==> src/rtl/aes_ctr_block_feeder.sv <==
// CTR-mode counter-block feeder for the pipelined AES-256 core: one block per SLOT_CYCLES slot.
// Optional: define AES_FEEDER_WRAP_STOP_EN to stop issuing (and flag ctr_wrap) on 32-bit counter wrap.
module aes_ctr_block_feeder #(
  parameter int unsigned SLOT_CYCLES = 8,
  parameter int unsigned CNT_W       = 16
) (
  input  logic             clk,
  input  logic             reset,
  input  logic             cmd_valid,
  output logic             cmd_ready,
  input  logic [95:0]      nonce,
  input  logic [31:0]      ctr_init,
  input  logic [CNT_W-1:0] num_blocks,
  input  logic             pipe_ready,
  input  logic             done_conversion,
  output logic [127:0]     plain_text,
  output logic             start_conversion,
  output logic             last_conversion,
  output logic [CNT_W-1:0] blocks_issued,
  output logic             busy,
  output logic             ctr_wrap
);

  localparam logic [1:0] IDLE      = 2'd0;
  localparam logic [1:0] WAIT_PIPE = 2'd1;
  localparam logic [1:0] ISSUE     = 2'd2;
  localparam logic [1:0] DRAIN     = 2'd3;

  localparam logic [7:0] SLOT_LAST = 8'(SLOT_CYCLES - 1);

  logic [1:0]       state_q,  state_d;
  logic [7:0]       slot_q,   slot_d;
  logic [31:0]      ctr_q,    ctr_d;
  logic [95:0]      nonce_q,  nonce_d;
  logic [CNT_W-1:0] num_q,    num_d;
  logic [CNT_W-1:0] issued_q, issued_d;
  logic [127:0]     pt_q,     pt_d;
  logic             start_q,  start_d;
  logic [CNT_W-1:0] issued_inc;
  logic             issue;
  logic             stop_wrap;

`ifdef AES_FEEDER_WRAP_STOP_EN
  logic wrap_q, wrap_d;
  assign stop_wrap = wrap_q;
`else
  assign stop_wrap = 1'b0;
`endif

  assign issued_inc = issued_q + CNT_W'(1);

  // The edge that leaves WAIT_PIPE already issues slot 0, so the first pulse
  // lands one cycle after pipe_ready is seen; later issues happen on slot wrap.
  always_comb begin
    state_d  = state_q;
    slot_d   = slot_q;
    ctr_d    = ctr_q;
    nonce_d  = nonce_q;
    num_d    = num_q;
    issued_d = issued_q;
    pt_d     = pt_q;
    start_d  = 1'b0;
    issue    = 1'b0;
`ifdef AES_FEEDER_WRAP_STOP_EN
    wrap_d   = wrap_q;
`endif
    case (state_q)
      IDLE: begin
        if (cmd_valid) begin
          nonce_d  = nonce;
          ctr_d    = ctr_init;
          num_d    = num_blocks;
          issued_d = '0;
`ifdef AES_FEEDER_WRAP_STOP_EN
          wrap_d   = 1'b0;
`endif
          state_d  = (num_blocks == '0) ? IDLE : WAIT_PIPE;
        end
      end
      WAIT_PIPE: begin
        if (pipe_ready) begin
          issue   = 1'b1;
          slot_d  = '0;
          state_d = ISSUE;
        end
      end
      ISSUE: begin
        if (issued_q == num_q || stop_wrap) begin
          state_d = DRAIN;
        end else if (slot_q == SLOT_LAST) begin
          issue  = 1'b1;
          slot_d = '0;
        end else begin
          slot_d = slot_q + 8'd1;
        end
      end
      DRAIN: begin
        if (done_conversion) begin
          state_d = IDLE;
        end
      end
      default: state_d = IDLE;
    endcase

    if (issue) begin
      pt_d     = {nonce_q, ctr_q};
      start_d  = 1'b1;
      issued_d = issued_inc;
      ctr_d    = ctr_q + 32'd1;
`ifdef AES_FEEDER_WRAP_STOP_EN
      if (ctr_q == '1 && issued_inc != num_q) begin
        wrap_d = 1'b1;
      end
`endif
    end
  end

  always_ff @(posedge clk or posedge reset) begin
    if (reset) begin
      state_q  <= IDLE;
      slot_q   <= '0;
      ctr_q    <= '0;
      nonce_q  <= '0;
      num_q    <= '0;
      issued_q <= '0;
      pt_q     <= '0;
      start_q  <= 1'b0;
`ifdef AES_FEEDER_WRAP_STOP_EN
      wrap_q   <= 1'b0;
`endif
    end else begin
      state_q  <= state_d;
      slot_q   <= slot_d;
      ctr_q    <= ctr_d;
      nonce_q  <= nonce_d;
      num_q    <= num_d;
      issued_q <= issued_d;
      pt_q     <= pt_d;
      start_q  <= start_d;
`ifdef AES_FEEDER_WRAP_STOP_EN
      wrap_q   <= wrap_d;
`endif
    end
  end

  assign cmd_ready        = (state_q == IDLE);
  assign busy             = (state_q != IDLE);
  assign last_conversion  = (state_q == DRAIN);
  assign plain_text       = pt_q;
  assign start_conversion = start_q;
  assign blocks_issued    = issued_q;
  assign ctr_wrap         = stop_wrap;

endmodule

==> config.mk <==
export PLATFORM = sky130hd
export DESIGN_NAME = aes_ctr_block_feeder
export DESIGN_NICKNAME = d
export VERILOG_FILES = /design/src/rtl/aes_ctr_block_feeder.sv
export SDC_FILE = /design/constraint.sdc
export NUM_CORES = 1
export LEC_CHECK = 0
export ABC_AREA = 1
export BUFFER_PORTS_ARGS = -buffer_cell sky130_fd_sc_hd__buf_4
export CORE_ASPECT_RATIO = 0.7
export CORE_MARGIN = 2
export CORE_UTILIZATION = 28
export CTS_BUF_LIST = sky130_fd_sc_hd__clkbuf_4
export CTS_CLUSTER_DIAMETER = 60
export DETAILED_ROUTE_END_ITERATION = 8
export PLACE_DENSITY = 0.49
export RECOVER_POWER = 100
export SLEW_MARGIN = 20
export SYNTH_ARGS = -nofsm -noshare
export SYNTH_HDL_FRONTEND = slang
export SYNTH_SLANG_ARGS = --single-unit
==> constraint.sdc <==
create_clock -name clk -period 10.5 [get_ports clk]
set_input_delay 1.575 -clock clk [delete_from_list [all_inputs] [get_ports clk]]
set_output_delay 1.575 -clock clk [all_outputs]
set_load 0.01 [all_outputs]
==> metrics.txt <==
max-slew violation total from the final report 373; Vias 11,800; Critical Path Sink Type register; HP Class register to register; maximum fanout along the worst path 114; PwrDens 204 mW/mm²; met1 usage 23.2%; Max Freq 161 MHz; failing checks max-capacitance violations, max-slew violations; CP max stage delay 1.76 ns; Top Usage Layer GRT met2; Final nets 2,140; WS Path Type register to register; Antenna Nets Post-Route 0; area occupied by multi-input gates 0.00494 mm²; Flop pwr share 46.5%; syn_nets 1,830; clk buf depth 3; Max transition margin -229%; largest area contributor in the netlist dfrtp_1; share of cells above drive strength 1 15.0%; core area 0.0477 mm²; I/O pins 298; Post-synth ARST share 100%; clock latency on the worst-skew pair 0.79 ns; Final HPWL DP 27,200 µm; Initial Util 28.3%; hold_buf cts 0; CP startpoint kind register; cts repair resizes 0; Final period util 59.2%; Worst VDD drop 0.0612 mV; largest net degree at the start of global routing 115; Leak 8.69 nW; drt via density 4.41; Top FF cell, synth dfrtp_1; clock skew 0.0451 ns; wire per inst 15.3 µm; status finished with violations; Root Driver clkbuf_4; first-pass GRT wire length 65,000 µm; CP bufs+invs 2; drt first pass iters 7; crit-path cells nand2_1, nand2_1, nor2_1, nand2_1, nor2_1, nand2_1, nand3_1, nand2_2, clkbuf_1, nand2_8, inv_1, nand2_1, nand2_1; WP data required 11.19 ns; Slew @ Worst Pin 4.94 ns; setup repair bufs after CTS 0; initial antenna violation count 1; met3 usage 4.78%; clock transition at the registers of the reported paths 0.08 ns; count of different cell masters after synthesis 34; DR DRC count 0; hold slack 0.464 ns; chip width 266 µm; total number of yosys warnings 0; Die Area 0.0500 mm²; sequential cell area 0.00748 mm²; most frequent cell on the critical path nand2_1; Commonest cells post-synth nand2_1 (704), dfrtp_1 (299), inv_1 (156); CP top delay family buffers and inverters; GRT Overall Usage 16.5%; Critical Path Slowest Stage Cell clkbuf_1; setup violators final 0; Layout fillers 5,147; Final Critical Period 6.22 ns; sw power 1.15 mW; DRT iter0 DRCs 825; Routed WL 40,900 µm; Max Cap Viol 5; synthesized flop and latch total 299; count leader, synth nand2_1; row count 67; P_int 2.25 mW; Area contributors post-synth dfrtp_1 (55%), nand2_1 (20%), o21ai_0 (5.3%); Combinational Power Share 20.5%; number of buffers added on ports 296; Mean Syn Cell Area 8.06 µm²; CTS tree done; Layout area overhead 23.5%; post-synth top area share 55.5%; Hold Vio Cnt, Final 0; number of synthesized flops with an enable pin 0; vias in the first global route 11,600; post-synthesis sequential area ratio 55.5%; DIE HEIGHT 188 µm; Netlist Area Pre-Place 0.0135 mm²; H-tree depth 3; Arr. time, crit path 6.90 ns; met2 usage in global routing 24.4%; switching part of the total 33.8%; RSZ-0062 raised after global routing no; Clock power frac 33.0%; Clock Sinks 299; setup_tns 0 ns; grt ovf 0; routability cong. 0.840; Syn Inst Count 1,674; total CTS buffers 83
-- worst register-to-register path, stage by stage (launching register included) --
cell and delay [ns]:
dfrtp_1 0.56, nand2_1 0.09, nand2_1 0.06, nor2_1 0.05, nand2_1 0.06, nor2_1 0.04, nand2_1 0.16, nand3_1 0.21
nand2_2 0.10, clkbuf_1 1.76, nand2_8 1.05, inv_1 1.67, nand2_1 0.17, nand2_1 0.12
-- power groups by stage --
stage                     logic, mW  registers, mW  clock network (mW)
after CTS                     0.853           1.59                1.18
after global routing          0.795           1.62                1.24
final                         0.697           1.58                1.12
after global placement        0.841           1.60                   0
after floorplan               0.337           1.64                   0
after detailed placement      0.851           1.61                   0
-- layout make-up --
| cell class | count | area share (%) |
|---|---|---|
| multi-input combinational | 1127 | 29.6 |
| inverter | 168 | 3.80 |
| sequential | 299 | 44.9 |
| clock buffer | 122 | 5.50 |
| clock inverter | 22 | 1.05 |
| tap | 621 | 4.66 |
| timing repair buffer | 305 | 10.4 |
| antenna | 1 | 0.0150 |
-- registers in the layout, indices dropped and copies added, names as in the netlist --
register and cells:
blocks_issued 16, ctr_q 32, nonce_q 96, num_q 16
plain_text 128, slot_q 8, start_conversion 1, state_q 2
-- final timing paths --
path                                    to             start  cells after the start  slack (ns)
max reg2reg                plain_text[102]  blocks_issued[5]                     13        4.28
min                        plain_text[123]       nonce_q[91]                      2        0.46
min in group asynchronous   plain_text[46]             reset                      2        1.80
min reg2reg                plain_text[123]       nonce_q[91]                      2        0.46
max in group asynchronous   plain_text[17]             reset                      4        5.99
max                        plain_text[102]  blocks_issued[5]                     13        4.28
-- metrics by stage --
step	instances	total power [mW]	util, %	cell area, µm²	worst slack [ns]
floorplan	1674	1.98	-	13500	0.664
CTS	2664	3.62	36.1	17200	6.74
finish	2665	3.40	34.9	16700	4.28
global route	2665	3.65	34.9	16700	3.63
detailed placement	2520	2.46	33.9	16200	6.29
global placement	2520	2.44	33.9	16100	6.30
-- cell families after synthesis --
group                      after synthesis  synth area share [%]
xor gates and xnor gates                28                  1.82
buffers and inverters                  248                  7.90
adders and majority gates                7                 0.649
DFF                                    299                  55.5
and+or+nand+nor                        914                  27.5
other                                    1                0.0278
AOI/OAI and AO/OA                      177                  6.64
-- routing by layer --
layer	wire, µm	share of wire (%)	vias up
li1	-	-	5883
met1	19600	48	5543
met2	18000	44	266
met3	2450	6.0	59
met4	813	2.0	0
met5	0	0	-
-- cell usage in the layout, fill, tap and decap left out, types with 14 or more instances in the layout --
cell type	Yosys	layout
nand2_1	704	704
nor2_1	52	52
nand4_1	18	18
buf_4	20	151
clkinv_1	1	14
inv_1	156	156
clkbuf_4	0	124
nor3_1	14	14
nand3_1	111	112
xor2_1	27	27
dfrtp_1	299	299
clkbuf_1	39	150
o21ai_0	144	169
(Power assumes the default switching activity.)
